$ cat src/rtl/gelato_ram_arbiter_pkg.sv
// Shared types and helpers for the multi-core Gelato RAM arbiter.
package gelato_ram_arbiter_pkg;

   localparam int ARB_STAT_WIDTH = 32;

   typedef logic [ARB_STAT_WIDTH-1:0] stat_t;

   // Saturating increment used by the optional statistics counters.
   function automatic stat_t sat_inc(input stat_t v);
      return (v == '1) ? v : v + stat_t'(1);
   endfunction

endpackage

$ cat src/rtl/gelato_ram_arbiter_if.sv
// Bus bundle between the per-core frontends, the arbiter and the external RAM port.
// slave  = arbiter view; master = environment (frontends + RAM) view.
interface gelato_ram_arbiter_if #(
   parameter int NUM_CORES  = 4,
   parameter int ADDR_WIDTH = 32,
   parameter int DATA_WIDTH = 32
);
   logic [NUM_CORES-1:0]            core_req_valid;
   logic [NUM_CORES*ADDR_WIDTH-1:0] core_req_addr;
   logic [NUM_CORES-1:0]            core_req_ready;
   logic [NUM_CORES-1:0]            core_resp_valid;
   logic [DATA_WIDTH-1:0]           core_resp_data;
   logic                            ram_req_valid;
   logic [ADDR_WIDTH-1:0]           ram_req_addr;
   logic                            ram_req_ready;
   logic                            ram_resp_valid;
   logic [DATA_WIDTH-1:0]           ram_resp_data;

   modport slave (
      input  core_req_valid, core_req_addr, ram_req_ready, ram_resp_valid, ram_resp_data,
      output core_req_ready, core_resp_valid, core_resp_data, ram_req_valid, ram_req_addr
   );

   modport master (
      output core_req_valid, core_req_addr, ram_req_ready, ram_resp_valid, ram_resp_data,
      input  core_req_ready, core_resp_valid, core_resp_data, ram_req_valid, ram_req_addr
   );
endinterface

$ cat src/rtl/gelato_ram_arbiter_id_fifo.sv
// Small synchronous FIFO holding the core ID of each in-flight RAM request.
// Push is ignored when full and pop is ignored when empty.
module gelato_ram_arbiter_id_fifo #(
   parameter int DEPTH = 4,
   parameter int WIDTH = 2
) (
   input  logic             clk,
   input  logic             rst_n,
   input  logic             push_i,
   input  logic [WIDTH-1:0] din_i,
   input  logic             pop_i,
   output logic             full_o,
   output logic             empty_o,
   output logic [WIDTH-1:0] head_o
);
   localparam int PTR_W = (DEPTH > 1) ? $clog2(DEPTH) : 1;
   localparam int CNT_W = $clog2(DEPTH) + 1;

   logic [WIDTH-1:0] mem_q [DEPTH];
   logic [PTR_W-1:0] wr_ptr_q, wr_ptr_d, rd_ptr_q, rd_ptr_d;
   logic [CNT_W-1:0] count_q, count_d;
   logic             do_push, do_pop;

   assign full_o  = (count_q == CNT_W'(DEPTH));
   assign empty_o = (count_q == '0);
   assign head_o  = mem_q[rd_ptr_q];
   assign do_push = push_i && !full_o;
   assign do_pop  = pop_i && !empty_o;

   // Pointer and occupancy next-state.
   always_comb begin
      // NOTE: every combinationally written signal gets a default first so no latch can be inferred.
      wr_ptr_d = wr_ptr_q;
      rd_ptr_d = rd_ptr_q;
      count_d  = count_q;
      if (do_push) wr_ptr_d = (wr_ptr_q == PTR_W'(DEPTH - 1)) ? '0 : wr_ptr_q + PTR_W'(1);
      if (do_pop)  rd_ptr_d = (rd_ptr_q == PTR_W'(DEPTH - 1)) ? '0 : rd_ptr_q + PTR_W'(1);
      if (do_push && !do_pop)      count_d = count_q + CNT_W'(1);
      else if (!do_push && do_pop) count_d = count_q - CNT_W'(1);
   end

   // Pointer and occupancy registers.
   always_ff @(posedge clk or negedge rst_n) begin
      // NOTE: sequential state uses non-blocking assignments so all registers update together.
      if (!rst_n) begin
         wr_ptr_q <= '0;
         rd_ptr_q <= '0;
         count_q  <= '0;
      end else begin
         wr_ptr_q <= wr_ptr_d;
         rd_ptr_q <= rd_ptr_d;
         count_q  <= count_d;
      end
   end

   // Storage write.
   // NOTE: storage is not reset; an entry is only read after it has been written, and count gates validity.
   always_ff @(posedge clk) begin
      if (do_push) mem_q[wr_ptr_q] <= din_i;
   end
endmodule

$ cat src/rtl/gelato_ram_arbiter.sv
// Round-robin arbiter letting NUM_CORES frontends share one in-order RAM port.
// Responses are steered back using an ID FIFO of the granted cores.
// Optional build macro: GELATO_ARB_STATS_EN adds stat_grants / stat_full_cycles counters.
module gelato_ram_arbiter
   import gelato_ram_arbiter_pkg::*;
#(
   parameter int NUM_CORES   = 4,
   parameter int ADDR_WIDTH  = 32,
   parameter int DATA_WIDTH  = 32,
   parameter int OUTSTANDING = 4
) (
   input  logic                      clk,
   input  logic                      rst_n,
   input  logic                      rdy,
   gelato_ram_arbiter_if.slave       bus,
   output logic                      err_orphan_resp
`ifdef GELATO_ARB_STATS_EN
   ,
   output logic [NUM_CORES*ARB_STAT_WIDTH-1:0] stat_grants,
   output logic [ARB_STAT_WIDTH-1:0]           stat_full_cycles
`endif
);
   localparam int ID_W = $clog2(NUM_CORES);
   typedef logic [ID_W-1:0] core_id_t;

   core_id_t rr_ptr_q, rr_ptr_d;
   core_id_t winner, fifo_head;
   logic     any_valid, handshake, fifo_full, fifo_empty, resp_pop;
   logic     orphan_q, orphan_d;
   int       idx;

   assign any_valid = |bus.core_req_valid;
   assign handshake = bus.ram_req_valid && bus.ram_req_ready;
   assign resp_pop  = bus.ram_resp_valid && !fifo_empty;

   // Round-robin pick: scan from rr_ptr upward; iterating downward lets the nearest hit win.
   always_comb begin
      winner = '0;
      idx    = 0;
      for (int k = NUM_CORES - 1; k >= 0; k--) begin
         idx = (int'(rr_ptr_q) + k) % NUM_CORES;
         if (bus.core_req_valid[idx[ID_W-1:0]]) winner = idx[ID_W-1:0];
      end
   end

   // Request/response outputs and arbiter next-state.
   always_comb begin
      bus.ram_req_valid   = rdy && !fifo_full && any_valid;
      bus.ram_req_addr    = '0;
      bus.core_req_ready  = '0;
      bus.core_resp_valid = '0;
      bus.core_resp_data  = bus.ram_resp_data;
      for (int i = 0; i < NUM_CORES; i++) begin
         if (any_valid && winner == core_id_t'(i))
            bus.ram_req_addr = bus.core_req_addr[i*ADDR_WIDTH +: ADDR_WIDTH];
         bus.core_req_ready[i]  = handshake && (winner == core_id_t'(i));
         bus.core_resp_valid[i] = resp_pop && (fifo_head == core_id_t'(i));
      end
      rr_ptr_d = rr_ptr_q;
      if (handshake)
         rr_ptr_d = (winner == core_id_t'(NUM_CORES - 1)) ? '0 : winner + core_id_t'(1);
      orphan_d = orphan_q || (bus.ram_resp_valid && fifo_empty);
   end

   assign err_orphan_resp = orphan_q;

   // Round-robin pointer and sticky orphan flag.
   always_ff @(posedge clk or negedge rst_n) begin
      if (!rst_n) begin
         rr_ptr_q <= '0;
         orphan_q <= 1'b0;
      end else begin
         rr_ptr_q <= rr_ptr_d;
         orphan_q <= orphan_d;
      end
   end

   gelato_ram_arbiter_id_fifo #(
      .DEPTH (OUTSTANDING),
      .WIDTH (ID_W)
   ) u_id_fifo (
      .clk     (clk),
      .rst_n   (rst_n),
      .push_i  (handshake),
      .din_i   (winner),
      .pop_i   (resp_pop),
      .full_o  (fifo_full),
      .empty_o (fifo_empty),
      .head_o  (fifo_head)
   );

`ifdef GELATO_ARB_STATS_EN
   stat_t grant_cnt_q [NUM_CORES];
   stat_t grant_cnt_d [NUM_CORES];
   stat_t full_cnt_q, full_cnt_d;

   // Saturating per-core grant counters and full-stall counter.
   always_comb begin
      for (int i = 0; i < NUM_CORES; i++) begin
         grant_cnt_d[i] = grant_cnt_q[i];
         if (handshake && winner == core_id_t'(i)) grant_cnt_d[i] = sat_inc(grant_cnt_q[i]);
         stat_grants[i*ARB_STAT_WIDTH +: ARB_STAT_WIDTH] = grant_cnt_q[i];
      end
      full_cnt_d = (any_valid && fifo_full) ? sat_inc(full_cnt_q) : full_cnt_q;
   end

   assign stat_full_cycles = full_cnt_q;

   // Statistics registers.
   always_ff @(posedge clk or negedge rst_n) begin
      if (!rst_n) begin
         for (int i = 0; i < NUM_CORES; i++) grant_cnt_q[i] <= '0;
         full_cnt_q <= '0;
      end else begin
         for (int i = 0; i < NUM_CORES; i++) grant_cnt_q[i] <= grant_cnt_d[i];
         full_cnt_q <= full_cnt_d;
      end
   end
`endif
endmodule

$ cat src/flat_wrapper.sv
// flat-port wrapper written by rule: the top's interface ports become plain ports
module gelato_ram_arbiter_flat import gelato_ram_arbiter_pkg::*;
#(
   parameter int NUM_CORES   = 4,
   parameter int ADDR_WIDTH  = 32,
   parameter int DATA_WIDTH  = 32,
   parameter int OUTSTANDING = 4
)
  (clk, rst_n, rdy, err_orphan_resp, bus_core_req_valid, bus_core_req_addr, bus_ram_req_ready, bus_ram_resp_valid, bus_ram_resp_data, bus_core_req_ready, bus_core_resp_valid, bus_core_resp_data, bus_ram_req_valid, bus_ram_req_addr);
  gelato_ram_arbiter_if #(.NUM_CORES(NUM_CORES), .ADDR_WIDTH(ADDR_WIDTH), .DATA_WIDTH(DATA_WIDTH)) bus_i ();
  input  logic clk;
  input  logic rst_n;
  input  logic rdy;
  output logic err_orphan_resp;
  input wire logic [$bits(bus_i.core_req_valid)-1:0] bus_core_req_valid;
  input wire logic [$bits(bus_i.core_req_addr)-1:0] bus_core_req_addr;
  input wire logic [$bits(bus_i.ram_req_ready)-1:0] bus_ram_req_ready;
  input wire logic [$bits(bus_i.ram_resp_valid)-1:0] bus_ram_resp_valid;
  input wire logic [$bits(bus_i.ram_resp_data)-1:0] bus_ram_resp_data;
  output wire logic [$bits(bus_i.core_req_ready)-1:0] bus_core_req_ready;
  output wire logic [$bits(bus_i.core_resp_valid)-1:0] bus_core_resp_valid;
  output wire logic [$bits(bus_i.core_resp_data)-1:0] bus_core_resp_data;
  output wire logic [$bits(bus_i.ram_req_valid)-1:0] bus_ram_req_valid;
  output wire logic [$bits(bus_i.ram_req_addr)-1:0] bus_ram_req_addr;
  assign bus_i.core_req_valid = bus_core_req_valid;
  assign bus_i.core_req_addr = bus_core_req_addr;
  assign bus_i.ram_req_ready = bus_ram_req_ready;
  assign bus_i.ram_resp_valid = bus_ram_resp_valid;
  assign bus_i.ram_resp_data = bus_ram_resp_data;
  assign bus_core_req_ready = bus_i.core_req_ready;
  assign bus_core_resp_valid = bus_i.core_resp_valid;
  assign bus_core_resp_data = bus_i.core_resp_data;
  assign bus_ram_req_valid = bus_i.ram_req_valid;
  assign bus_ram_req_addr = bus_i.ram_req_addr;
  gelato_ram_arbiter #(.NUM_CORES(NUM_CORES), .ADDR_WIDTH(ADDR_WIDTH), .DATA_WIDTH(DATA_WIDTH), .OUTSTANDING(OUTSTANDING)) u_core (.clk(clk), .rst_n(rst_n), .rdy(rdy), .bus(bus_i), .err_orphan_resp(err_orphan_resp));
endmodule
$ cat config.mk
export PLATFORM = sky130hd
export DESIGN_NAME = gelato_ram_arbiter_flat
export DESIGN_NICKNAME = d
export VERILOG_FILES = /design/src/rtl/gelato_ram_arbiter_pkg.sv /design/src/rtl/gelato_ram_arbiter_if.sv /design/src/rtl/gelato_ram_arbiter_id_fifo.sv /design/src/rtl/gelato_ram_arbiter.sv /design/src/flat_wrapper.sv
export SDC_FILE = /design/constraint.sdc
export NUM_CORES = 1
export LEC_CHECK = 0
export ABC_AREA = 1
export ABC_CLOCK_PERIOD_IN_PS = 8670
export CAP_MARGIN = 20
export CORE_AREA = 2 2 95 97
export CTS_CLUSTER_SIZE = 24
export DETAILED_ROUTE_END_ITERATION = 7
export DIE_AREA = 0 0 97 99
export PLACE_DENSITY = 0.9
export SLEW_MARGIN = 5
export SYNTH_ARGS = -nofsm -noshare
export SYNTH_HDL_FRONTEND = slang
export SYNTH_SLANG_ARGS = --single-unit
export TNS_END_PERCENT = 5
$ cat constraint.sdc
create_clock -name clk -period 8.67 [get_ports clk]
set_input_delay 1.734 -clock clk [delete_from_list [all_inputs] [get_ports clk]]
set_output_delay 1.734 -clock clk [all_outputs]
set_load 0.1 [all_outputs]
==> results of run 1 <==
registers in the layout (all words and copies together) (netlist names):
| name | flops |
|---|---|
| u_core.err_orphan_resp | 1 |
| u_core.u_id_fifo.rd_ptr_q | 2 |
| u_core.rr_ptr_q | 2 |
| u_core.u_id_fifo.wr_ptr_q | 2 |
| u_core.u_id_fifo.mem_q | 8 |
| u_core.u_id_fifo.count_q | 3 |
cell usage after synthesis (3+ instances only):
| library cell | n |
|---|---|
| nand3_1 | 111 |
| nand2_1 | 95 |
| nand4_1 | 33 |
| buf_4 | 32 |
| or2_1 | 27 |
| inv_1 | 26 |
| buf_2 | 17 |
| nor2_1 | 15 |
| dfrtp_1 | 10 |
| ha_1 | 10 |
| buf_6 | 8 |
| edfxtp_1 | 8 |
| o21ai_0 | 7 |
| inv_2 | 6 |
| a21oi_1 | 5 |
| or2_2 | 4 |
| buf_1 | 3 |
| clkbuf_1 | 3 |
layer usage:
metal / routed length [um] / track usage / vias up
li1: - / - / 1666
met2: 4895 / 0.3462 / 165
met1: 3802 / 0.2244 / 1499
met4: 243 / 0.05850 / 0
met3: 831 / 0.04113 / 26
met5: 0 / 0 / -
worst max-delay path by stage:
stage                     startpoint                    end  slack, ns
6_report       bus_core_req_valid[3]   bus_ram_req_addr[21]       2.17
3_3_place_gp   bus_core_req_valid[3]   bus_ram_req_addr[17]       2.12
4_1_cts        bus_core_req_valid[3]   bus_ram_req_addr[21]       1.98
3_5_place_dp   bus_core_req_valid[3]   bus_ram_req_addr[21]       1.98
2_1_floorplan  bus_core_req_valid[3]  bus_core_req_ready[0]       2.61
5_1_grt        bus_core_req_valid[3]    bus_ram_req_addr[2]       1.88
logic make-up (layout without fill, tap and decap cells):
kind of cell / after synthesis / after routing
xor+xnor: 2 / 2
compound gates: 16 / 16
flops: 18 / 18
buf+inv: 95 / 219
fa+ha+maj: 11 / 11
simple gates: 291 / 291
area by class of cell:
class / count / area (um^2) / area share
Clock buffer: 4 / 45.04 / 0.01059
Tap cell: 108 / 135.1 / 0.03176
Inverter: 32 / 120.1 / 0.02823
Timing Repair Buffer: 183 / 1777 / 0.4175
Sequential cell: 18 / 490.5 / 0.1153
Multi-Input combinational cell: 320 / 1688 / 0.3966
metrics by stage:
stage          cell area (um^2)  hold slack, ns    util
4_1_cts                    4200          0.4942  0.4912
6_report                   4255          0.4857  0.4977
5_1_grt                    4255          0.5067  0.4977
2_1_floorplan              2736          0.5031       -
3_3_place_gp               4155          0.4597  0.4860
3_5_place_dp               4155          0.4753  0.4860
==> impl_results.md, run 1 <==
- Critical Path Source Type: input pin
- Row Count: 34
- Peak Freq: 0.1539 GHz
- Total global-route track usage: 0.1905
- Commonest non-fill, non-tap cell in the layout: clkdlybuf4s50_1
- Syn_area_per_cell: 6.320 um^2
- Post-cts sizing count: 0
- Max-cap violations: 0
- # IOs: 243
- Starting Density: 0.3200
- CTS Buf Count: 3
- Detailed placement HPWL: 7317 um
- Critical Path Sink Type: output port
- Hold path start: u_core.err_orphan_resp
- Seq/Total Area, Yosys: 0.1792
- R2r setup slk: 6.52 ns
- Slowest-stage cell, CP: clkdlybuf4s50_1
- CTS tree: built
- # fillers: 806
- Largest family of logic cells by synthesized area: simple AND/OR/NAND/NOR gates
- 1st-iter DRT viols: 79
- Vias/cell: 5.047
- Worst-margin pin slew: 0.9936 ns
- # diodes: 0
- Max incr delay on CP: 0.47 ns
- Post-layout minimum cycle time: 6.500 ns
- Total Wirelength: 9772 um
- Post-CTS Setup Inserts: 0
- Synth Cell Area: 2736 um^2
- Worst EP required: 6.94 ns
- Worst hold-check path type: register to register
- Simple-gate share of the synthesized area: 0.5231
- Sink Count: 18
- Routed Antenna Nets: 0
- Status: complete, no violations
- Area growth from synthesis to layout: 55.51%
- First-pass GRT wire length: 15530 um
- Antenna violations before repair: 0
- Crit path buf inv count: 7
- Worst Hold Path EP: u_core.err_orphan_resp
- Cts hold-fix bufs: 0
- # setup viols final: 0
- Area of the core: 8551 um^2
- DRC viols: 0
- Placed cells: 659
- Count of cell types in the netlist: 30
- Die area: 9603 um^2
- Post-synthesis adder-cell area fraction: 0.05304
- Slew Limit Fails: 0
- Cells along the critical path: clkdlybuf4s50_1, inv_2, o21ai_0, nand2_1, nand2_1, inv_1, a31oi_2, inv_1, ha_1, inv_1, buf_16, nand4_1, nand3_1, nand3_1, nand2_1, buf_4
- Clock Tree Buf Depth: 2
- Crit path max fanout: 23
- Mux share of post-synthesis cell area: 0
- Compound-Gate Fraction of Synth Area: 0.03429
- Post-synth EDFFs: 8
- Critical Path AT: 4.77 ns
- Remaining global-route overflow: 0
- CP Class: input pin to output port
- Reg2reg end: u_core.u_id_fifo.count_q[2]
- Width of the die: 97 um
- Pre-CTS setup slack: 1.978 ns
- Setup TNS: 0 ns
- Port Buffers: 178
- Non-filler cells, final: 665
- Worst setup slack after layout: 2.170 ns
- YS warnings: 0
- Worst Hold Depth: 1
- Vias in the first global route: 3319
- WL/cell: 14.69 um
- RSZ-0062 raised after global routing: no
- Total vias in the final route: 3356
- Synth area leaders: nand3_1, nand2_1, dfrtp_1
- CP Depth: 16
- Fraction of synthesized cell area in xor and xnor cells: 0.006401
- Post-synthesis cell count: 433
- Mapped Nets: 613
- Crit path max-delay family: buffers and inverters
- Layout Nets: 738
- Fraction of layout cells with a size suffix above 1: 0.1005
- First-pass detailed-route iteration total: 4
- Synth top area share: 0.2030
- Reg2reg path depth: 12
- Fin crit share: 0.7497
- Number of synthesized register bits: 18
- Die outline height: 99 um
- Slew HR: 0.3355
- Most frequent cells in the layout: clkdlybuf4s50_1, nand3_1, nand2_1
- Async SR Flop Fraction: 0.5556
- H-tree depth: 1
- Pin count of the biggest net entering global routing: 68
- Hold violation count in the final report: 0
- Gpl congestion: 0.9280
- Reg2reg start: u_core.u_id_fifo.count_q[1]
- CTS clk-pin slew, worst paths: 0.06 ns
- Insertion delay to the later sink of the worst-skew pair: 0.25 ns
- Synth area leader: nand3_1
- Root Buffer: clkbuf_8
- Skew final: 0.001903 ns
- Dominant synthesized flop cell: dfrtp_1
Power of run 1 is left out: the tool's default activity adds up to more than one toggle a clock period on the data nets, which glitch-free logic cannot reach.
==> run 2: changes to the inputs <==
--- a/config.mk
+++ b/config.mk
@@ -6,13 +6,12 @@
 export NUM_CORES = 1
 export LEC_CHECK = 0
 export ABC_AREA = 1
-export ABC_CLOCK_PERIOD_IN_PS = 8670
+export ABC_CLOCK_PERIOD_IN_PS = 5800
 export CAP_MARGIN = 20
-export CORE_AREA = 2 2 95 97
+export CORE_UTILIZATION = 29
 export CTS_CLUSTER_SIZE = 24
 export DETAILED_ROUTE_END_ITERATION = 7
-export DIE_AREA = 0 0 97 99
-export PLACE_DENSITY = 0.9
+export PLACE_DENSITY = 0.87
 export SLEW_MARGIN = 5
 export SYNTH_ARGS = -nofsm -noshare
 export SYNTH_HDL_FRONTEND = slang
==> constraint.sdc (replaced) <==
create_clock -name clk -period 5.8 [get_ports clk]
set_input_delay 1.16 -clock clk [delete_from_list [all_inputs] [get_ports clk]]
set_output_delay 1.16 -clock clk [all_outputs]
set_load 0.1 [all_outputs]
==> impl_results.md, run 2 (synthesized netlist as in run 1, its figures left out) <==
- Non-filler cells, final: 670
- H-tree depth: 1
- First-pass detailed-route iteration total: 5
- Slew HR: 0.3285
- Worst EP required: 4.64 ns
- Total vias in the final route: 3410
- Width of the die: 99.14 um
- CTS tree: built
- Routed Antenna Nets: 0
- Die outline height: 99.14 um
- Fin crit share: 0.8935
- Row Count: 35
- Sink Count: 18
- Total Wirelength: 10640 um
- Critical Path AT: 4.02 ns
- Max-cap violations: 0
- Top reg by flops: u_core.u_id_fifo.mem_q
- Insertion delay to the later sink of the worst-skew pair: 0.26 ns
- Skew final: 0.004156 ns
- Area of the multi-input gates: 1688 um^2
- Commonest non-fill, non-tap cell in the layout: clkdlybuf4s50_1
- Port Buffers: 178
- Antenna violations before repair: 0
- Die area: 9828 um^2
- Gpl congestion: 0.8027
- Crit path max fanout: 64
- # diodes: 0
- # fillers: 856
- Setup TNS: 0 ns
- Worst hold-check path type: register to register
- Area of the core: 9196 um^2
- CTS Buf Count: 3
- Clock Tree Buf Depth: 2
- Slew Limit Fails: 0
- # setup viols final: 0
- Total global-route track usage: 0.2083
- Layout Nets: 740
- Cts hold-fix bufs: 0
- Hold violation count in the final report: 0
- WL/cell: 15.88 um
- Post-CTS Setup Inserts: 0
- Vias in the first global route: 3422
- Critical Path Source Type: input pin
- Peak Freq: 0.1930 GHz
- Final core occ: 0.5080
- Worst-margin pin slew: 1.004 ns
- RSZ-0062 raised after global routing: no
- Top flop regs: u_core.u_id_fifo.mem_q (8), u_core.u_id_fifo.count_q (3)
- DRC viols: 0
- CP Class: input pin to output port
- Placed cells: 666
- Status: complete, no violations
- # IOs: 243
- Remaining global-route overflow: 0
- Starting Density: 0.2976
- Worst Setup SP: bus_core_req_valid[3]
- Critical Path Sink Type: output port
- Sequential cell area: 490.5 um^2
- Vias/cell: 5.090
- Max FFs per register: 8
- Most frequent cells in the layout: clkdlybuf4s50_1, nand3_1, nand2_1
- Post-cts sizing count: 0
- Fraction of layout cells with a size suffix above 1: 0.1127
- First-pass GRT wire length: 16470 um
- Hold path start: u_core.err_orphan_resp
- Post-layout minimum cycle time: 5.182 ns
- Pin count of the biggest net entering global routing: 65
- Root Buffer: clkbuf_8
- Detailed placement HPWL: 8119 um
- 1st-iter DRT viols: 161
- Reg2reg start: u_core.u_id_fifo.count_q[0]
- CTS clk-pin slew, worst paths: 0.07 ns
- Area growth from synthesis to layout: 70.74%
[run 2: cell count changes in the layout (fill, tap and decap cells not counted)]
cell	change
clkdlybuf4s50_1	-4
buf_4	-27
buf_16	-2
clkbuf_8	+1
buf_12	+35
clkbuf_1	-1
[run 2: final timing paths]
kind,endpoint,slack (ns),depth (start not counted)
worst max-delay path,bus_ram_req_addr[13],0.62,14
worst min-delay path,u_core.err_orphan_resp,0.50,1
worst max register to register,u_core.u_id_fifo.count_q[2],3.48,12
worst min register to register,u_core.err_orphan_resp,0.50,1
max in group asynchronous,u_core.u_id_fifo.rd_ptr_q[1],4.23,1
min in group asynchronous,u_core.u_id_fifo.count_q[0],1.23,1
[run 2: worst max-delay path: stages]
cell and delay [ns]:
clkdlybuf4s50_1 0.48, inv_2 0.06, o21ai_0 0.21, nand2_1 0.11
nand3_1 0.11, nand3_1 0.10, nand2_1 0.22, inv_1 0.11
ha_1 0.27, nand2_4 0.45, nand3_1 0.27, nand3_1 0.12
nand2_1 0.10, buf_12 0.18
[run 2: area by class of cell]
cell class	count	area share
repair buffers	185	0.4665
multi-input cells	320	0.3613
flip-flops and latches	18	0.1050
well taps	111	0.02973
inverters	32	0.02571
clock buffers	4	0.01178
[run 2: metal layers]
| metal | global-route usage | share of wire |
|---|---|---|
| met1 | 0.2413 | 0.39 |
| met2 | 0.3803 | 0.50 |
| met3 | 0.03795 | 0.088 |
| met4 | 0.08032 | 0.020 |
| met5 | 0 | 0 |
[run 2: per-stage QoR]
step | hold WS (ns) | setup slack [ns] | cell area (um^2)
4_1_cts | 0.4895 | 0.6598 | 4672
3_5_place_dp | 0.4697 | 0.6638 | 4617
5_1_grt | 0.5452 | 0.3296 | 4672
2_1_floorplan | 0.5031 | 0.8903 | 2736
3_3_place_gp | 0.4613 | 0.7490 | 4617
6_report | 0.4958 | 0.6178 | 4672
Power of run 2 is left out for the same reason.
